## src/rtl/ws2812_ring_display.sv

```systemverilog
// WS2812 ring driver: one LED marks the encoder position, coloured by last direction.
// Optional trail LED behind the marker is enabled with `define WS2812_TRAIL_EN.
module ws2812_ring_display #(
    parameter int          LED_BITS     = 4,
    parameter int          T0H          = 5,
    parameter int          T1H          = 10,
    parameter int          T_BIT        = 15,
    parameter int          RESET_CYCLES = 3600,
    parameter logic [23:0] CW_COLOR     = 24'h200000,
    parameter logic [23:0] CCW_COLOR    = 24'h002000,
    parameter logic [23:0] BG_COLOR     = 24'h000000,
    parameter logic [23:0] TRAIL_COLOR  = 24'h000008
) (
    input  logic       clk,
    input  logic       rst,
    input  logic [7:0] count,
    input  logic       direction,
    output logic       dout,
    output logic       busy,
    output logic       frame_done
);

    localparam int BTW = $clog2(T_BIT);
    localparam int GTW = $clog2(RESET_CYCLES + 1);

    localparam logic [BTW-1:0]      T0H_M1   = BTW'(T0H - 1);
    localparam logic [BTW-1:0]      T1H_M1   = BTW'(T1H - 1);
    localparam logic [BTW-1:0]      TBIT_M1  = BTW'(T_BIT - 1);
    localparam logic [GTW-1:0]      GAP_M1   = GTW'(RESET_CYCLES - 1);
    localparam logic [LED_BITS-1:0] LED_LAST = '1;

`ifdef WS2812_TRAIL_EN
    localparam bit TRAIL_EN = 1'b1;
`else
    localparam bit TRAIL_EN = 1'b0;
`endif

    typedef enum logic [1:0] {GAP, IDLE, HIGH, LOW} state_t;

    state_t              state_q, state_d;
    logic [GTW-1:0]      gap_q, gap_d;
    logic [BTW-1:0]      tmr_q, tmr_d;
    logic [8:0]          snap_q, snap_d;
    logic                first_q, first_d;
    logic [LED_BITS-1:0] led_q, led_d;
    logic [4:0]          bit_q, bit_d;
    logic [23:0]         color_q, color_d;
    logic                dout_q, dout_d;
    logic                done_q, done_d;

    logic start, hi_last, bit_end, gap_end, last_bit, last_led;

    // Marker wins over the trail when both land on the same LED.
    function automatic logic [23:0] led_color(input logic [LED_BITS-1:0] idx,
                                              input logic [8:0]          snap);
        logic [LED_BITS-1:0] lit;
        logic [LED_BITS-1:0] trail;
        lit   = snap[LED_BITS-1:0];
        trail = snap[8] ? lit - LED_BITS'(1) : lit + LED_BITS'(1);
        if (idx == lit)
            return snap[8] ? CW_COLOR : CCW_COLOR;
        if (TRAIL_EN && idx == trail)
            return TRAIL_COLOR;
        return BG_COLOR;
    endfunction

    assign start    = (state_q == IDLE) && (first_q || ({direction, count} != snap_q));
    assign hi_last  = tmr_q == (color_q[bit_q] ? T1H_M1 : T0H_M1);
    assign bit_end  = tmr_q == TBIT_M1;
    assign gap_end  = gap_q == GAP_M1;
    assign last_bit = bit_q == 5'd0;
    assign last_led = led_q == LED_LAST;

    always_ff @(posedge clk) begin
        if (rst) begin
            state_q <= GAP;
            gap_q   <= '0;
            tmr_q   <= '0;
            snap_q  <= '0;
            first_q <= 1'b1;
            led_q   <= '0;
            bit_q   <= '0;
            color_q <= '0;
            dout_q  <= 1'b0;
            done_q  <= 1'b0;
        end else begin
            state_q <= state_d;
            gap_q   <= gap_d;
            tmr_q   <= tmr_d;
            snap_q  <= snap_d;
            first_q <= first_d;
            led_q   <= led_d;
            bit_q   <= bit_d;
            color_q <= color_d;
            dout_q  <= dout_d;
            done_q  <= done_d;
        end
    end

    always_comb begin
        state_d = state_q;
        case (state_q)
            GAP:  if (gap_end) state_d = IDLE;
            IDLE: if (start)   state_d = HIGH;
            HIGH: if (hi_last) state_d = LOW;
            LOW:  if (bit_end) state_d = (last_bit && last_led) ? GAP : HIGH;
            default:           state_d = GAP;
        endcase
    end

    // Colour is latched once per LED so the bit shifter never sees a mid-LED change.
    always_comb begin
        gap_d   = gap_q;
        tmr_d   = tmr_q;
        snap_d  = snap_q;
        first_d = first_q;
        led_d   = led_q;
        bit_d   = bit_q;
        color_d = color_q;
        case (state_q)
            GAP: gap_d = gap_end ? '0 : gap_q + GTW'(1);
            IDLE: begin
                if (start) begin
                    snap_d  = {direction, count};
                    first_d = 1'b0;
                    led_d   = '0;
                    bit_d   = 5'd23;
                    tmr_d   = '0;
                    color_d = led_color('0, {direction, count});
                end
            end
            HIGH: tmr_d = tmr_q + BTW'(1);
            LOW: begin
                if (bit_end) begin
                    tmr_d = '0;
                    if (last_bit) begin
                        bit_d   = 5'd23;
                        led_d   = led_q + LED_BITS'(1);
                        color_d = led_color(led_q + LED_BITS'(1), snap_q);
                        if (last_led) gap_d = '0;
                    end else begin
                        bit_d = bit_q - 5'd1;
                    end
                end else begin
                    tmr_d = tmr_q + BTW'(1);
                end
            end
            default: ;
        endcase
    end

    // Post-reset gap is not a frame end, so first_q masks its pulse.
    always_comb begin
        dout_d     = (state_d == HIGH);
        done_d     = (state_q == GAP) && gap_end && !first_q;
        busy       = (state_q != IDLE);
        dout       = dout_q;
        frame_done = done_q;
    end

endmodule

```

## config.mk

```make
export PLATFORM = sky130hd
export DESIGN_NAME = ws2812_ring_display
export DESIGN_NICKNAME = d
export VERILOG_FILES = /design/src/rtl/ws2812_ring_display.sv
export SDC_FILE = /design/constraint.sdc
export NUM_CORES = 1
export LEC_CHECK = 0
export BUFFER_PORTS_ARGS = -buffer_cell sky130_fd_sc_hd__buf_2
export CAP_MARGIN = 40
export CORE_ASPECT_RATIO = 1.5
export CORE_MARGIN = 10
export CORE_UTILIZATION = 41
export CTS_CLUSTER_DIAMETER = 60
export CTS_CLUSTER_SIZE = 8
export DETAILED_ROUTE_END_ITERATION = 7
export PLACE_DENSITY_LB_ADDON = 0.25
export RECOVER_POWER = 25
export SLEW_MARGIN = 30
export SYNTH_ARGS = -nofsm -noshare
export SYNTH_HDL_FRONTEND = slang
export SYNTH_SLANG_ARGS = --single-unit
```

## constraint.sdc

```tcl
create_clock -name clk -period 3.7 [get_ports clk]
set_clock_uncertainty 0.05 [all_clocks]
set_input_delay 0.185 -clock clk [delete_from_list [all_inputs] [get_ports clk]]
set_output_delay 0.185 -clock clk [all_outputs]
set_load 0.02 [all_outputs]
```

Word level (Yosys, flattened, before mapping):

Index checks and enable logic that the tools add are counted.
Widths: inputs -> output; s select.

* register bits after elaboration: 63
* latch bits: 0
* memory bits (writable): 0
* ROM bits: 0
* bits of input ports: 11
* output and inout port bits: 3
* word-level logic and storage cells: 88
* memories: 0

* add/subtract/negate cells: 4
* multipliers: 0
* divide/modulo/power cells: 0
* magnitude comparators: 1
* equality and inequality tests: 15
* shifts and indexed selects: 0
* mux-type cells: 41
* bitwise gates (word level): 0
* reduce and logical (&&, ||, !) cells: 17

Operators with widths (number)
* $mux 24: 7
* $mux 12: 4
* $pmux 24 s2: 1
* $mux 22: 2
* $pmux 12 s2: 1
* $mux 4: 5
* $mux 5: 3
* $add 12x1->12 const B: 1
* $eq 12x12->1 const B: 1
* $pmux 4 s3: 1
* $mux 2: 5
* $pmux 5 s2: 1
* $ne 9x9->1: 1
* $add 4x1->4 const B: 2
* $eq 4x4->1: 2
* $eq 4x4->1 const B: 2
* $mux 1: 8
* $ne 2x2->1 const B: 4
* $pmux 2 s4: 1
* $pmux 4 s2: 1
* $reduce_and 4->1: 2
* $eq 2x2->1 const B: 3
* $lt 5x6->1 const B: 1
* $bmux 1 s5: 1
* other kinds (13): 18

Logic depth before layout (Yosys ltp):

* word-level depth: 10
* mapped depth: 8
* mapped depth without buffers: 7

Worst setup path after synthesis:

Ideal clock, no wire load.

* path type: register to register
* start: reg bit_q[0]
* end: reg led_q[0]
* setup time: 0.116 ns
* arrival: 1.920 ns
* setup slack: 1.614 ns
* stages on the path, launching flop included: 9
* buffers on the path: 2
* period minus slack after synthesis: 2.086 ns
* cells stage by stage: dfxtp_1 inv_1 ha_1 or4b_4 a211o_1 buf_6 and2_1 buf_6 a31o_1

* word-level cells in the longest chain between the ends: 3

Ends and longest elaborated chain
* from (decl): line 46 `logic [4:0] bit_q, bit_d;`
* from (signal assigned): line 93 `bit_q <= bit_d;`
* $logic_not 5->1: line 71 `assign last_bit = bit_q == 5'd0;`
* $ne 2x2->1 (no line)
* $reduce_and 4->1 (no line)
* to (signal assigned): line 92 `led_q <= led_d;`
* to (decl): line 45 `logic [LED_BITS-1:0] led_q, led_d;`

Every way passes these cells.
A chain may end at the register's enable or synchronous reset.

Worst setup path in the final report:

* start: reg bit_q[0]
* end: reg gap_q[6]

* word-level cells in the longest chain between the ends: 3

Ends and longest elaborated chain
* $logic_not 5->1: line 71
* $ne 2x2->1 (no line)
* $reduce_and 4->1 (no line)
* to (signal assigned): line 88 `gap_q <= gap_d;`
* to (decl): line 41 `logic [GTW-1:0] gap_q, gap_d;`

Every way passes these cells.

==> summary.md <==
| Metric | Value |
|---|---|
| Core Footprint | `between 5000 and 6000 um2` |
| Crit Path Class | `flip-flop to flip-flop` |
| Synth area leader | `dfxtp_1` |
| Detail Route Antenna Nets | `0` |
| Sequential cell area fraction in the yosys report | `0.377` |
| Die height | `between 100 and 150 um` |
| Initial antenna violation count | `0` |
| MaxCap Viol Count | `0` |
| Leak pwr | `approximately 0.84 nW` |
| Synthesized flop and latch total | `41` |
| Post-DP Area | `between 2000 and 2500 um2` |
| Top cell type's share of synthesized area | `0.377` |
| Final Core Density | `0.462` |
| Primary FF master, synth | `dfxtp_1` |
| Cell Rows | `32` |
| Number of global-route vias before repair | `1,748` |
| Startpoint Class | `flip-flop` |
| Post-CTS sizing | `0` |
| Peak VDD IR | `about 0.21 mV` |
| Gate count of the mapped netlist | `approximately 250` |
| Share of cells above drive strength 1 | `0.110` |
| Cts bufs inserted | `5` |
| Total Power | `907 uW` |
| H-tree levels | `2` |
| Initial Util | `0.421` |
| Worst Tran Pin Value | `around 1.2 ns` |
| Tightest Hold Check Type | `input pin to flip-flop` |
| CTS root buf | `clkbuf_8` |
| N_diodes | `0` |
| Status | `finished clean` |
| Crit Path Max Fanout | `11` |
| Total GRT Usage | `0.115` |
| Final hold violation count | `0` |
| PortBufs | `13` |
| Sink Count | `41` |
| RSZ-0062 raised after global routing | `false` |
| Worst path arrival time | `roughly 2.7 ns` |
| Final period util | `0.674` |
| R2R setup slack | `~1.2 ns` |
| Syn nets | `around 270` |
| Syn avg cell area | `approximately 8.6 um2` |
| WL final | `around 4700 um` |
| Via total after detailed routing | `about 1,800` |
| Detail Placement HPWL | `around 3500 um` |
| Cts hold-fix bufs | `0` |
| Final Net Count | `roughly 280` |
| Largest net degree at the start of global routing | `34` |
| Routed vias/inst | `between 5 and 6` |
| TNS Setup | `0 ns` |
| Remaining DRCs | `0` |
| Post-synth EDFFs | `0` |
| First DRT Iteration DRCs | `roughly 110` |
| Post-CTS setup buffers | `0` |
| Clock Path Buffers | `2` |
| Worst rel slew slack | `0.176` |
| Placed cells | `around 320` |
| IO Pins | `14` |
| Synth unique cells | `between 40 and 50` |
| RD Place Congestion | `0.841` |
| Final Cell Area | `between 2000 and 2500 um2` |
| Syn. warnings | `0` |
| Die area | `slightly below 9000 um2` |
| Critical path endpoint category | `flip-flop` |
| Synthesized area | `between 2000 and 2500 um2` |
| Pwr Density | `approximately 380 nW/um2` |
| First drt pass iteration count | `4` |
| Max Clk Rate | `~400 MHz` |
| Die X | `a little under 80 um` |
| Worst skew pair latency | `about 0.30 ns` |
| Layout area overhead | `9.60%` |
| Total gr overflow | `0` |
| Area contributors post-synth | `dfxtp_1, xnor2_1, a21oi_1` |
| Clock slew at reported path FFs | `~0.080 ns` |
| First-pass GRT wire length | `between 8000 and 9000 um` |
| Asr flop ratio synth | `0` |
| CP required | `between 3 and 4 ns` |
| Finished Layout Cells | `331` |
| WL/cell | `14.3 um` |
| CTS tree | `done` |
| Clock period minus final worst setup slack | `around 2.5 ns` |
| Final Max Slew Viols | `0` |
| Final setup violation count | `0` |
## path summary, 6_finish.rpt
path,start,end,depth (start not counted)
setup / recovery,bit_q[0],gap_q[6],7
hold / removal,count[4],snap_q[4],3
setup reg to reg,bit_q[0],gap_q[6],7
hold reg to reg,snap_q[4],snap_q[4],2
## flip-flops by register name, indices dropped and copies added (netlist names)
| signal | count |
|---|---|
| first_q | 1 |
| color_q | 2 |
| tmr_q | 4 |
| bit_q | 5 |
| led_q | 4 |
| snap_q | 9 |
| frame_done | 1 |
| gap_q | 12 |
| state_q | 2 |
| dout | 1 |
## cells in the final DEF, fill, tap and decap left out, drive strengths merged, types with 2 or more instances in the layout
| cell type | n |
|---|---|
| nand3b | 3 |
| a21oi | 20 |
| nor2 | 16 |
| or3 | 3 |
| nor2b | 3 |
| nand4 | 8 |
| o21ai | 5 |
| nand2b | 2 |
| nand3 | 16 |
| or4b | 3 |
| buf | 12 |
| mux2i | 5 |
| nand4b | 2 |
| clkbuf | 8 |
| o21a | 2 |
| xnor2 | 16 |
| a31oi | 5 |
| inv | 8 |
| nand2 | 26 |
| nor3 | 5 |
| nor3b | 2 |
| ha | 6 |
| nor4 | 6 |
| and2 | 3 |
| o31ai | 5 |
| a31o | 2 |
| xor2 | 10 |
| and3 | 4 |
| dfxtp | 41 |
| a211oi | 2 |
## metrics by stage
stage / hold WS (ns) / setup WS (ns)
after floorplan: 0.271 / 1.61
after global placement: 0.396 / 1.30
after detailed placement: 0.403 / 1.25
after CTS: 0.0821 / 1.22
after global routing: 0.0979 / 0.986
final: 0.0855 / 1.21
## area by class of cell
class	count	area (um2)
Timing Repair Buffer	14	70.1
Fill cell	515	2780
Inverter	8	30.0
Clock buffer	6	82.6
Sequential cell	41	821
Multi-Input combinational cell	192	1260
Tap cell	68	85.1
Clock inverter	2	37.5
## worst max-delay path, cell delays in order, from the launching register on
cell and delay [ns]:
dfxtp_1 0.34, inv_1 0.09, ha_1 0.13, or4b_4 0.51
o41ai_4 0.65, nand3_2 0.17, or3_1 0.34, a21oi_1 0.15
## synthesized netlist by cell type (2+ instances only)
master	instances
a211oi_1	2
a21oi_1	20
a31oi_1	5
and2_1	3
and3_1	4
buf_2	2
buf_6	3
clkbuf_1	6
dfxtp_1	41
ha_1	6
inv_1	8
mux2i_1	5
nand2_1	26
nand2b_1	2
nand3_1	15
nand3b_1	3
nand4_1	8
nand4b_1	2
nor2_1	15
nor2b_1	3
nor3_1	5
nor4_1	6
o21a_1	2
o21ai_0	5
o31ai_1	5
or3_1	3
or4b_2	2
xnor2_1	16
xor2_1	10
## per-layer routing
| layer | GRT usage | routed length [um] | up-vias |
|---|---|---|---|
| met2 | 0.200 | 2390 | 32 |
| met5 | 0 | 0 | - |
| met1 | 0.125 | 2050 | 853 |
| met3 | 0.0280 | 165 | 12 |
| met4 | 0.0578 | 129 | 0 |
| li1 | - | - | 925 |
## cell families (layout without fill, tap and decap cells)
group / Yosys count / in the layout / synth area share
buffers and inverters: 19 / 30 / 0.0443
XOR/XNOR: 26 / 26 / 0.105
AO/OA/AOI/OAI: 50 / 50 / 0.154
adder cells (fa/ha/maj): 6 / 6 / 0.0345
multiplexers: 5 / 5 / 0.0230
flip-flops: 41 / 41 / 0.377
AND/OR/NAND/NOR: 105 / 105 / 0.262
## where the power goes
group / internal, mW / switching (mW) / leakage, nW
Sequential: 0.452 / 0.0135 / 0.331
Clock: 0.219 / 0.158 / 0.0574
Combinational: 0.0268 / 0.0377 / 0.451
Note: power is estimated with default switching activity, not from simulation.
